<file path="src/rtl/div_unit_pkg.sv">
// Shared definitions for the multi-cycle integer divider.
// Holds the state encodings, the default widths and the divide-by-zero result fill.
package div_unit_pkg;

    typedef enum logic [1:0] {
        DIV_IDLE = 2'd0,
        DIV_BUSY = 2'd1,
        DIV_DONE = 2'd2
    } div_state_e;

    localparam int DIV_WIDTH = 32;
    localparam int DIV_CNT_W = 6;

    // A zero divisor yields an all-ones quotient; this is the replicated bit.
    localparam logic DIV_DBZ_FILL = 1'b1;

endpackage

</file>
<file path="src/rtl/div_unit_step.sv">
// One radix-2 restoring iteration: shift {rem,quo} left, trial-subtract the divisor.
// Purely combinational so a wider-radix variant can chain two of these per cycle.
module div_step
    import div_unit_pkg::*;
#(
    parameter int WIDTH = DIV_WIDTH
) (
    input  logic [WIDTH-1:0] rem_i,
    input  logic [WIDTH-1:0] quo_i,
    input  logic [WIDTH-1:0] divisor_i,
    output logic [WIDTH-1:0] rem_o,
    output logic [WIDTH-1:0] quo_o
);

    logic [WIDTH:0] shifted;
    logic           fits;

    always_comb begin
        shifted = {rem_i, quo_i[WIDTH-1]};
        fits    = (shifted >= {1'b0, divisor_i});
        // When the trial fits the difference is below the divisor, so the top bit drops cleanly.
        rem_o   = fits ? WIDTH'(shifted - {1'b0, divisor_i}) : shifted[WIDTH-1:0];
        quo_o   = {quo_i[WIDTH-2:0], fits};
    end

endmodule

</file>
<file path="src/rtl/div_unit.sv">
// Multi-cycle signed/unsigned divider for the EX stage; stalls the pipe while iterating.
// Operands are taken as magnitudes, divided unsigned, and sign-fixed in the done cycle.
//
// state    | meaning
// ---------+-----------------------------------------------------------
// DIV_IDLE | waiting for start; no stall unless an op is being accepted
// DIV_BUSY | one quotient bit per cycle, WIDTH cycles, stall held
// DIV_DONE | result valid for one cycle, stall released
module div_unit
    import div_unit_pkg::*;
#(
    parameter int WIDTH = DIV_WIDTH,
    parameter int CNT_W = DIV_CNT_W
) (
    input  logic             clk,
    input  logic             rst,
    input  logic             start,
    input  logic             signed_op,
    input  logic [WIDTH-1:0] dividend,
    input  logic [WIDTH-1:0] divisor,
    input  logic             cancel,
    output logic             pause_ex,
    output logic             done,
    output logic [WIDTH-1:0] quotient,
    output logic [WIDTH-1:0] remainder
);

    localparam logic [CNT_W-1:0] LAST_ITER = CNT_W'(WIDTH - 1);

    div_state_e       state_q, state_d;
    logic [CNT_W-1:0] cnt_q, cnt_d;
    logic [WIDTH-1:0] rem_q, rem_d;
    logic [WIDTH-1:0] quo_q, quo_d;
    logic [WIDTH-1:0] dvs_q, dvs_d;
    logic             neg_quo_q, neg_quo_d;
    logic             neg_rem_q, neg_rem_d;
    logic [WIDTH-1:0] hold_quo_q, hold_quo_d;
    logic [WIDTH-1:0] hold_rem_q, hold_rem_d;

    logic [WIDTH-1:0] step_rem, step_quo;
    logic             a_neg, b_neg;
    logic [WIDTH-1:0] a_abs, b_abs;
    logic [WIDTH-1:0] fix_quo, fix_rem;
    logic             is_done;

    div_step #(.WIDTH(WIDTH)) u_step (
        .rem_i     (rem_q),
        .quo_i     (quo_q),
        .divisor_i (dvs_q),
        .rem_o     (step_rem),
        .quo_o     (step_quo)
    );

    always_comb begin
        a_neg   = signed_op & dividend[WIDTH-1];
        b_neg   = signed_op & divisor[WIDTH-1];
        a_abs   = a_neg ? -dividend : dividend;
        b_abs   = b_neg ? -divisor  : divisor;
        fix_quo = neg_quo_q ? -quo_q : quo_q;
        fix_rem = neg_rem_q ? -rem_q : rem_q;
        is_done = (state_q == DIV_DONE) & ~cancel;

        state_d    = state_q;
        cnt_d      = cnt_q;
        rem_d      = rem_q;
        quo_d      = quo_q;
        dvs_d      = dvs_q;
        neg_quo_d  = neg_quo_q;
        neg_rem_d  = neg_rem_q;
        hold_quo_d = hold_quo_q;
        hold_rem_d = hold_rem_q;
        pause_ex   = 1'b0;

        case (state_q)
            DIV_IDLE: begin
                if (start && !cancel) begin
                    pause_ex = 1'b1;
                    cnt_d    = '0;
                    if (divisor == '0) begin
                        // Divide-by-zero skips iteration and sign fixup entirely.
                        state_d   = DIV_DONE;
                        quo_d     = {WIDTH{DIV_DBZ_FILL}};
                        rem_d     = dividend;
                        neg_quo_d = 1'b0;
                        neg_rem_d = 1'b0;
                    end else begin
                        state_d   = DIV_BUSY;
                        quo_d     = a_abs;
                        rem_d     = '0;
                        dvs_d     = b_abs;
                        neg_quo_d = a_neg ^ b_neg;
                        neg_rem_d = a_neg;
                    end
                end
            end
            DIV_BUSY: begin
                pause_ex = ~cancel;
                rem_d    = step_rem;
                quo_d    = step_quo;
                cnt_d    = cnt_q + CNT_W'(1);
                if (cnt_q == LAST_ITER) begin
                    state_d = DIV_DONE;
                end
            end
            DIV_DONE: begin
                state_d = DIV_IDLE;
                if (!cancel) begin
                    hold_quo_d = fix_quo;
                    hold_rem_d = fix_rem;
                end
            end
            default: state_d = DIV_IDLE;
        endcase

        if (cancel) begin
            state_d = DIV_IDLE;
        end

        done      = is_done;
        quotient  = is_done ? fix_quo : hold_quo_q;
        remainder = is_done ? fix_rem : hold_rem_q;
    end

    always_ff @(posedge clk) begin
        if (rst) begin
            state_q    <= DIV_IDLE;
            cnt_q      <= '0;
            rem_q      <= '0;
            quo_q      <= '0;
            dvs_q      <= '0;
            neg_quo_q  <= 1'b0;
            neg_rem_q  <= 1'b0;
            hold_quo_q <= '0;
            hold_rem_q <= '0;
        end else begin
            state_q    <= state_d;
            cnt_q      <= cnt_d;
            rem_q      <= rem_d;
            quo_q      <= quo_d;
            dvs_q      <= dvs_d;
            neg_quo_q  <= neg_quo_d;
            neg_rem_q  <= neg_rem_d;
            hold_quo_q <= hold_quo_d;
            hold_rem_q <= hold_rem_d;
        end
    end

endmodule

</file>
<file path="config.mk">
export PLATFORM = sky130hd
export DESIGN_NAME = div_unit
export DESIGN_NICKNAME = d
export VERILOG_FILES = /design/src/rtl/div_unit_pkg.sv /design/src/rtl/div_unit_step.sv /design/src/rtl/div_unit.sv
export SDC_FILE = /design/constraint.sdc
export NUM_CORES = 1
export LEC_CHECK = 0
export ABC_AREA = 1
export CORE_ASPECT_RATIO = 0.7
export CORE_MARGIN = 2
export CORE_UTILIZATION = 35
export CTS_BUF_LIST = sky130_fd_sc_hd__clkbuf_4 sky130_fd_sc_hd__clkbuf_8
export DETAILED_ROUTE_END_ITERATION = 6
export PLACE_DENSITY_LB_ADDON = 0.05
export SLEW_MARGIN = 20
export SYNTH_ARGS = -nofsm -noshare
export SYNTH_HDL_FRONTEND = slang
export SYNTH_SLANG_ARGS = --single-unit
</file>
<file path="constraint.sdc">
create_clock -name clk -period 1.9 [get_ports clk]
set_input_delay 0.19 -clock clk [delete_from_list [all_inputs] [get_ports clk]]
set_output_delay 0.19 -clock clk [all_outputs]
set_load 0.005 [all_outputs]
</file>
=== Yosys cells after proc, flatten, opt, wreduce, memory -nomap -nowiden ===
Index checks and enable logic that the tools add are counted.

* Register bits after elaboration: 170
* Input port bits: 69

* Add/sub/neg operators: 6
* Magnitude comparators: 1
* Equality and inequality tests: 5
* Multiplexer cells: 23
* Bitwise operators: 6
* Reduce and logical (&&, ||, !) cells: 11

{| class="wikitable"
|+ Operator list
! operator !! count
|-
| 32-bit two-way mux || 11
|-
| 32-bit negation || 4
|-
| 32-bit case mux with 2 select lines || 2
|-
| 33-bit by 32-bit >= comparator with 1-bit output || 1
|-
| 32-bit logical NOT || 1
|-
| 32-bit subtractor || 1
|-
| 6-bit case mux with 2 select lines || 1
|-
| 2-bit AND reduction || 4
|-
| 6-bit by 1-bit adder with 6-bit output (second input constant) || 1
|-
| 6-bit by 5-bit == test with 1-bit output (second input constant) || 1
|-
| 2-bit two-way mux || 3
|-
| 6-bit two-way mux || 1
|-
| 2-bit != test (second input constant) || 2
|-
| 2-bit case mux with 2 select lines || 1
|-
| 1-bit bitwise AND || 3
|-
| 1-bit two-way mux || 3
|-
| 3-bit AND reduction || 1
|-
| 2-bit by 1-bit == test with 1-bit output (second input constant) || 1
|-
| 2-bit == test (second input constant) || 1
|-
| 2-bit logical NOT || 1
|-
| 1-bit NOT || 2
|-
| 1-bit case mux with 2 select lines || 1
|-
| 2-bit nonzero test || 1
|-
| 2-bit OR reduction || 1
|-
| 3 further kinds || 3
|}

=== Logic depth before layout (Yosys ltp) ===
Gate-level depths: netlist (run 1).

* Word-level depth: 5
* Gate-level depth with buffers: 18
* Depth with buffers taken out: 17

=== By module ===
From an unflattened synthesis (run 1), not the netlist that was laid out.

* Cell total of the unflattened synthesis: 2373
* Area, all modules: 14106.0 µm²

{| class="wikitable"
|+ By module, submodules not included
! module !! times used !! cells an instance !! area an instance (µm²)
|-
| div_unit || 1 || 1686 || 10654.0
|-
| div_step || 1 || 687 || 3452.1
|}

=== Least setup slack after synthesis (run 1) ===
Ideal clock, no wire load.

* Path kind: register -> register
* Start point: register rem_q[12]
* End point: register rem_q[25]
* Setup time: 0.117 ns
* Arrival time: 1.922 ns
* Data required time: 1.783 ns
* Slack: -0.139 ns
* Cell stages (with the launch flop): 15
* Buffers on the path: 2
* Clock period less this slack: 2.039 ns
* Cell sequence: dfxtp_1 -> ha_1 -> nand2_1 -> nor2_1 -> nand2_1 -> nor2_1 -> nand3_1 -> nand3_1 -> inv_2 -> nand2_2 -> buf_6 -> buf_6 -> nand3_1 -> a21oi_1 -> nor2_1

* Cells in the longest elaborated chain, start to end: 3
* Elaborated cells on any way between the ends: 4
* Those cells by class: add/sub (1); order compare (1); mux (2)

{| class="wikitable"
|+ Ends and longest elaborated chain
! what !! line !! source
|-
| start: declaration || div_unit.sv:32 || <nowiki>logic [WIDTH-1:0] rem_q, rem_d;</nowiki>
|-
| start signal: assignment || div_unit.sv:138 || <nowiki>rem_q <= rem_d;</nowiki>
|-
| 32-bit subtractor / 33-bit by 32-bit >= comparator with 1-bit output (equally long branches) || div_unit_step.sv:22, div_unit_step.sv:20 ||
|-
| 32-bit two-way mux (*) || div_unit_step.sv:22 || <nowiki>rem_o = fits ? WIDTH'(shifted - {1'b0, divisor_i}) : shifted[WIDTH-1:0];</nowiki>
|-
| 32-bit case mux with 2 select lines (*) || div_unit.sv:74 || <nowiki>case (state_q)</nowiki>
|}

Mark *: on every way between the ends. The rest lies on a longest branch, timed or not.
A chain may end at the register's enable or synchronous reset.

=== Worst setup path after layout (run 1) ===
* Start point: register rem_q[0]
* End point: output port remainder[25]

* Cells in the longest elaborated chain, start to end: 3

{| class="wikitable"
|+ Ends and longest elaborated chain
! what !! line !! source
|-
| 32-bit negation || div_unit.sv:60 || <nowiki>fix_rem = neg_rem_q ? -rem_q : rem_q;</nowiki>
|-
| 32-bit two-way mux || div_unit.sv:60 ||
|-
| 32-bit two-way mux || div_unit.sv:121 || <nowiki>remainder = is_done ? fix_rem : hold_rem_q;</nowiki>
|-
| end: declaration || div_unit.sv:25 || <nowiki>output logic [WIDTH-1:0] remainder</nowiki>
|}

Every way passes these cells.

==> results of run 1 <==
## final cells by class
type	count	share of cell area, %
clock buffer	18	0.9625
clock inverter	14	0.4538
inverter	340	5.346
multi-input combinational	1644	44.76
sequential	170	14.19
tap	488	2.434
timing repair buffer	922	31.86
## where the power goes
group	internal (uW)	switching, uW
Sequential	3750	229
Combinational	4110	4450
Clock	949	1640
Total	8800	6320
## sequential cells by signal, indices dropped and copies added, names as in the netlist
register	count
hold_rem_q	32
quo_q	32
state_q	2
cnt_q	6
dvs_q	32
neg_quo_q	1
neg_rem_q	1
hold_quo_q	32
rem_q	32
## kinds of logic (layout without fill, tap and decap cells)
group                      after synthesis  after routing  share of synthesized area (%)
AOI/OAI and AO/OA                      368            368                          15.61
buffers and inverters                  421           1294                          12.46
adders and majority gates               38             38                          3.650
and+or+nand+nor                       1164           1164                          37.65
DFF                                    170            170                          25.72
xor gates and xnor gates                74             74                          4.898
## repair_timing
item / CTS / global route
buffers inserted: 169 / 75
pin swaps: 250 / 231
endpoints found under the setup margin: 115 / 177
cloned: 6 / 6
gates resized for setup: 904 / 349
## worst min-delay path: stages
cell,delay [ns]
buf_2,0.09
inv_2,0.11
and2_4,0.18
## layer usage
metal | vias to the layer above | part of all wire, % | global-route usage [%]
met1 | 8682 | 48 | 47.72
met4 | 0 | 2.0 | 5.641
met5 | - | 0 | 0
met3 | 90 | 7.0 | 5.188
li1 | 8873 | - | -
met2 | 598 | 43 | 51.21
## stage by stage
step           setup TNS, ns  worst slack, ns
2_1_floorplan        -0.2122         -0.05796
3_3_place_gp          -73.09          -0.6365
3_5_place_dp          -75.51          -0.6422
4_1_cts               -40.68          -0.6408
5_1_grt               -55.43          -0.8041
6_report              -43.61          -0.6883
## cells in the mapped netlist (12+ instances only)
cell	n	share of area, %
a21oi_1	146	5.5
and2_1	15	0.71
buf_2	15	0.57
clkbuf_1	56	1.6
dfxtp_1	170	26
ha_1	37	3.5
inv_1	329	9.3
nand2_1	623	18
nand3_1	156	5.9
nand3b_1	12	0.68
nand4_1	42	2.0
nor2_1	234	6.6
nor3_1	26	0.98
o21ai_0	135	5.1
o221ai_1	25	1.7
or2_2	26	1.2
xnor2_1	16	1.1
xor2_1	58	3.8
## worst max path at each step
stage / startpoint / slack (ns) / end
after floorplan: rem_q[16] / -0.06 / rem_q[25]
after global placement: quo_q[22] / -0.64 / quotient[26]
after detailed placement: quo_q[22] / -0.64 / quotient[26]
after CTS: rem_q[0] / -0.64 / remainder[18]
after global routing: quo_q[4] / -0.80 / quotient[30]
final: rem_q[0] / -0.69 / remainder[25]
==> key figures, run 1 <==
Outcome
  • Status: finished, violations left
  • Failing checks: negative setup slack

Floorplanning
  • Core footprint: 0.03721 mm^2
  • Row count: slightly below 60
  • Die W: 236.4 um
  • I/O pin total: 135
  • Die height: 166.7 um
  • Die ar.: 0.03940 mm^2
  • Starting Density: 35.56%

Worst setup path
  • Worst-path cell chain: nor3_4 -> nand2_2 -> nor2_4 -> nand3b_1 -> nand2_2 -> buf_6 -> o21ai_2 -> or2_0 -> nand3_2 -> o21ai_2 -> inv_1 -> buf_2
  • CP startpoint kind: flip-flop
  • R2R setup slack: -0.56 ns
  • CP top delay family: simple AND/OR/NAND/NOR gates
  • Reg2reg path depth: 17
  • Kind of critical path: flip-flop to output pin
  • WP buf/inv: 3
  • RR Endpoint: rem_q[6]
  • Worst path depth: 12
  • Slowest stage delay, CP: 0.38 ns
  • Worst-path maximum fanout: 3
  • Critical Path RT: about 1.7 ns
  • Worst Path Arrival: approximately 2.4 ns
  • CP endpoint kind: output pin
  • R2r startpoint: dvs_q[21]
  • Critical-path top delay cell: dfxtp_4

Timing
  • Tcrit/Tclk final: 136.2%
  • Clock Skews: around 0.019 ns
  • Final Max Slew Viols: 0
  • Worst-Margin Slew: 0.8786 ns
  • Post-route minimum period: 2.588 ns
  • Slew Limit Headroom: approximately 41%
  • Final Hold Viols: 0
  • Fmax: 386.3 MHz
  • Unrepaired setup endpoints after global routing: true
  • WHS: around 0.1 ns
  • # setup viols final: approximately 110
  • Min setup slack post-route: -0.6883 ns

Power and ir drop
  • Cell Pwr Density: 602.6 mW/mm^2
  • Maximum vdd drop: 0.0004519 V
  • Total power: around 15000 uW
  • LEAKAGE: 0.01215 uW

Synthesis
  • Register area share after synthesis: 25.72%
  • Library cells used by synthesis: 48
  • Syn avg cell area: approximately 5.9 um^2
  • Synth Warn #: 0
  • Most used DFF post-synth: dfxtp_1
  • Synth async-reset ratio: 0%
  • Post-Syn Area: 0.01323 mm^2
  • Post-Synthesis Cells: 2235
  • Post-synth EDFFs: 0
  • Synth Net Count: about 2300
  • Register bit total from synthesis: 170

Min path
  • Hold Crit Class: input pin to flip-flop
  • Worst hold path startpoint: rst
  • Hold path endpoint: hold_rem_q[9]
  • Hold path depth: 3

Final layout
  • Commonest cells after routing, fill and taps aside: buf_4 (626), nand2_1 (455), inv_1 (278)
  • Fillers: 3262
  • Layout net count: approximately 3200
  • Finished Cell Area: 0.02509 mm^2
  • Area grow syn2layout: 89.63%
  • Multi-input gate area: 0.01123 mm^2
  • Reg area: 0.003560 mm^2
  • Layout cells sized above 1: 50.03%
  • Final core occ: between 60% and 70%
  • Antenna Cells: 0
  • Leading cell type in the layout, fill and taps excluded: buf_4
  • Fin cells: roughly 3600

Placed design
  • Placed Cells incl. Taps: 3360
  • DP Area: 0.01986 mm^2
  • RePlAce Congestion: 0.9819
  • Post-DP HPWL: ~49000 um
  • IO buf count: 134

Routing
  • Antenna Nets Post-Route: 0
  • Routed length per instance: 18.59 um
  • Routed wire length: 66840 um
  • # DRC: 0
  • TritonRoute pass-1 iters: 6
  • Via density: around 5.1
  • Vias: 18240
  • Initial DRC Count: 1564

Clock tree
  • Clock buffer count from CTS: 17
  • Hold_buf cts: 0
  • H-Tree Depth: 4
  • Clock transition at path regs: 0.11 ns
  • Worst-Skew Late Latency: ~0.51 ns
  • CTS tree: built
  • Root Buffer: clkbuf_8
  • CTS max path bufs: 2
  • CTS Sinks: 170

GRT
  • Initial antenna violation count: 0
  • Vias in the first global route: 17450
  • GRT Total Usage: approximately 33%
  • Largest net degree at the start of global routing: 69
  • Global route total overflow: 0
  • First-pass GRT wire length: 100000 um

Flow run
  • Max-cap violations: 0
Power figures use the tool's default switching activity.
==> run 2: changes to the inputs <==
--- a/config.mk
+++ b/config.mk
@@ -14,2 +14,3 @@
 export PLACE_DENSITY_LB_ADDON = 0.05
+export RECOVER_POWER = 25
 export SLEW_MARGIN = 20
==> constraint.sdc (replaced) <==
create_clock -name clk -period 1.9 [get_ports clk]
set_input_delay 0.285 -clock clk [delete_from_list [all_inputs] [get_ports clk]]
set_output_delay 0.285 -clock clk [all_outputs]
set_load 0.005 [all_outputs]
==> key figures, run 2 (same netlist as run 1, synthesis figures left out) <==
Worst setup path
  • Worst Path Arrival: 2.50 ns (+0.10 ns)
  • CP endpoint kind: output pin
  • Slowest stage delay, CP: 0.38 ns (about the same)
  • WP buf/inv: 6 (+3)
  • Critical Path RT: 1.62 ns (-0.09 ns)
  • Kind of critical path: flip-flop to output pin
  • CP startpoint kind: flip-flop
  • RR Endpoint: hold_rem_q[15]
  • R2R setup slack: -0.69 ns (-0.13 ns)
  • R2r startpoint: rem_q[1]
  • Worst-path cell chain: nor2_2 -> nand2_2 -> nor2_4 -> nand3_4 -> buf_6 -> nor3_4 -> nor2_2 -> inv_2 -> buf_6 -> buf_6 -> nand2_2 -> nand2_2 -> nand3_2 -> nand2_2 -> inv_2 -> buf_6
  • CP top delay family: simple AND/OR/NAND/NOR gates
  • Reg2reg path depth: 19 (+2)
  • Critical-path top delay cell: dfxtp_4
  • Worst-path maximum fanout: 4 (+1)

Timing
  • Final Hold Viols: 0 (unchanged)
  • Fmax: 359.2 MHz (-7.0%)
  • Tcrit/Tclk final: 146.5% (+10 points)
  • Post-route minimum period: 2.784 ns (+0.1956 ns)
  • Min setup slack post-route: -0.8840 ns (-0.1956 ns)
  • Worst-Margin Slew: 0.7961 ns (-0.08251 ns)
  • Unrepaired setup endpoints after global routing: true
  • # setup viols final: 125 (+17%)
  • Final Max Slew Viols: 0 (unchanged)
  • Slew Limit Headroom: 46.93% (+5.5 points)
  • Clock Skews: 0.01936 ns (+0.0006623 ns)

Final layout
  • Finished Cell Area: 0.02445 mm^2 (-2.6%)
  • Commonest cells after routing, fill and taps aside: buf_4 (610), nand2_1 (499), inv_1 (287)
  • Multi-input gate area: 0.01081 mm^2 (-3.8%)
  • Layout net count: 3185 (-0.53%)
  • Layout cells sized above 1: 46.85% (-3.2 points)
  • Fillers: 3310 (+1.5%)
  • Leading cell type in the layout, fill and taps excluded: buf_4
  • Final core occ: 65.72% (-1.7 points)
  • Antenna Cells: 0 (unchanged)
  • Area grow syn2layout: 84.78%
  • Reg area: 0.003521 mm^2 (-1.1%)

GRT
  • Initial antenna violation count: 0 (unchanged)
  • Global route total overflow: 0 (unchanged)
  • GRT Total Usage: 31.51% (-1.2 points)
  • Largest net degree at the start of global routing: 95 (+38%)
  • Vias in the first global route: 17050 (-2.3%)
  • First-pass GRT wire length: 96230 um (-3.8%)

Min path
  • Hold Crit Class: input pin to flip-flop
  • Hold path depth: 4 (+1)
  • Worst hold path startpoint: divisor[0]
  • Hold path endpoint: dvs_q[0]

Floorplanning
  • Starting Density: 35.56% (unchanged)
  • Die height: 166.7 um (unchanged)
  • Core footprint: 0.03721 mm^2 (unchanged)
  • I/O pin total: 135 (unchanged)
  • Die W: 236.4 um (unchanged)
  • Row count: 59 (unchanged)
  • Die ar.: 0.03940 mm^2 (unchanged)

Placed design
  • IO buf count: 134 (unchanged)
  • Post-DP HPWL: 47690 um (-3.1%)
  • RePlAce Congestion: 0.9660 (-1.6%)
  • DP Area: 0.02003 mm^2 (+0.85%)
  • Dpl ws: -0.6946 ns (-0.05242 ns)

Routing
  • Initial DRC Count: 1547 (-1.1%)
  • Routed length per instance: 18.09 um (-2.7%)
  • Via density: 5.041 (-0.63%)
  • TritonRoute pass-1 iters: 5 (-1)
  • Routed wire length: 64750 um (-3.1%)
  • Vias: 18040 (-1.1%)
  • # DRC: 0 (unchanged)
  • Antenna Nets Post-Route: 0 (unchanged)

Clock tree
  • Hold_buf cts: 0 (unchanged)
  • Clock buffer count from CTS: 17 (unchanged)
  • Clock transition at path regs: 0.09 ns (-0.02 ns)
  • H-Tree Depth: 4 (unchanged)
  • Root Buffer: clkbuf_8
  • Worst-Skew Late Latency: 0.51 ns (about the same)
  • CTS max path bufs: 2 (unchanged)
  • CTS tree: built
  • CTS Sinks: 170 (unchanged)

Power and ir drop
  • Maximum vdd drop: 0.0005009 V (+11%)
  • Cell Pwr Density: 600.7 mW/mm^2 (-0.32%)
  • LEAKAGE: 0.01193 uW (-1.8%)

Flow run
  • Max-cap violations: 0 (unchanged)

Outcome
  • Failing checks: negative setup slack
  • Status: finished, violations left
==> run 2: cell types whose count changed in the layout (fill, tap and decap cells not counted), moves of 10 or more <==
cell	delta
nand2_4	-19
nand2_1	+44
a21oi_4	-11
dfxtp_1	+15
buf_4	-16
buf_6	-10
nand2_2	-27
==> run 2: final cells by class <==
cell class	instances	area share, %
sequential	170	14.40
tap	488	2.497
clock buffer	18	1.013
clock inverter	14	0.6499
multi-input combinational	1645	44.20
inverter	340	5.430
timing repair buffer	904	31.81
==> run 2: tightest hold or removal path: stages <==
cell and delay (ns):
dlymetal6s2s_1 0.13, inv_2 0.07, buf_4 0.13, a21oi_2 0.04
==> run 2: worst max-delay path by stage <==
stage                from            end  depth (start not counted)
2_1_floorplan   rem_q[16]      rem_q[25]                         12
3_5_place_dp   divisor[2]       quo_q[6]                         10
3_3_place_gp     rem_q[9]      rem_q[30]                         15
5_1_grt          quo_q[5]   quotient[29]                         16
6_report         quo_q[5]   quotient[29]                         16
4_1_cts          rem_q[0]  remainder[29]                         14
==> run 2: through the flow <==
step / std cells / power, uW / hold slack [ns] / setup TNS (ns)
after floorplan: 2235 / 6786 / 0.3635 / -0.2122
after global placement: 3370 / 9850 / 0.4494 / -79.16
after detailed placement: 3370 / 9883 / 0.4632 / -83.09
after CTS: 3539 / 13970 / 0.2371 / -52.71
after global routing: 3579 / 15480 / 0.1918 / -77.97
final: 3579 / 14690 / 0.2039 / -60.98
==> run 2: repair_timing <==
action / in CTS / in global routing
pin swaps: 203 / 224
endpoints found under the setup margin: 114 / 177
buffers inserted: 148 / 80
cloned: 5 / 4
resized for setup: 755 / 357
==> run 2: per-layer routing <==
| layer | global-route usage [%] | share of wire [%] | vias to the layer above |
|---|---|---|---|
| li1 | - | - | 8861 |
| met1 | 46.10 | 48 | 8509 |
| met2 | 48.96 | 44 | 577 |
| met3 | 4.194 | 6.0 | 96 |
| met4 | 7.045 | 2.2 | 0 |
| met5 | 0 | 0 | - |
==> run 2: power by group <==
| part | switching [uW] | internal (uW) | total, uW |
|---|---|---|---|
| Sequential | 213 | 3750 | 3960 |
| Clock | 1570 | 1240 | 2810 |
| Combinational | 4180 | 3730 | 7910 |
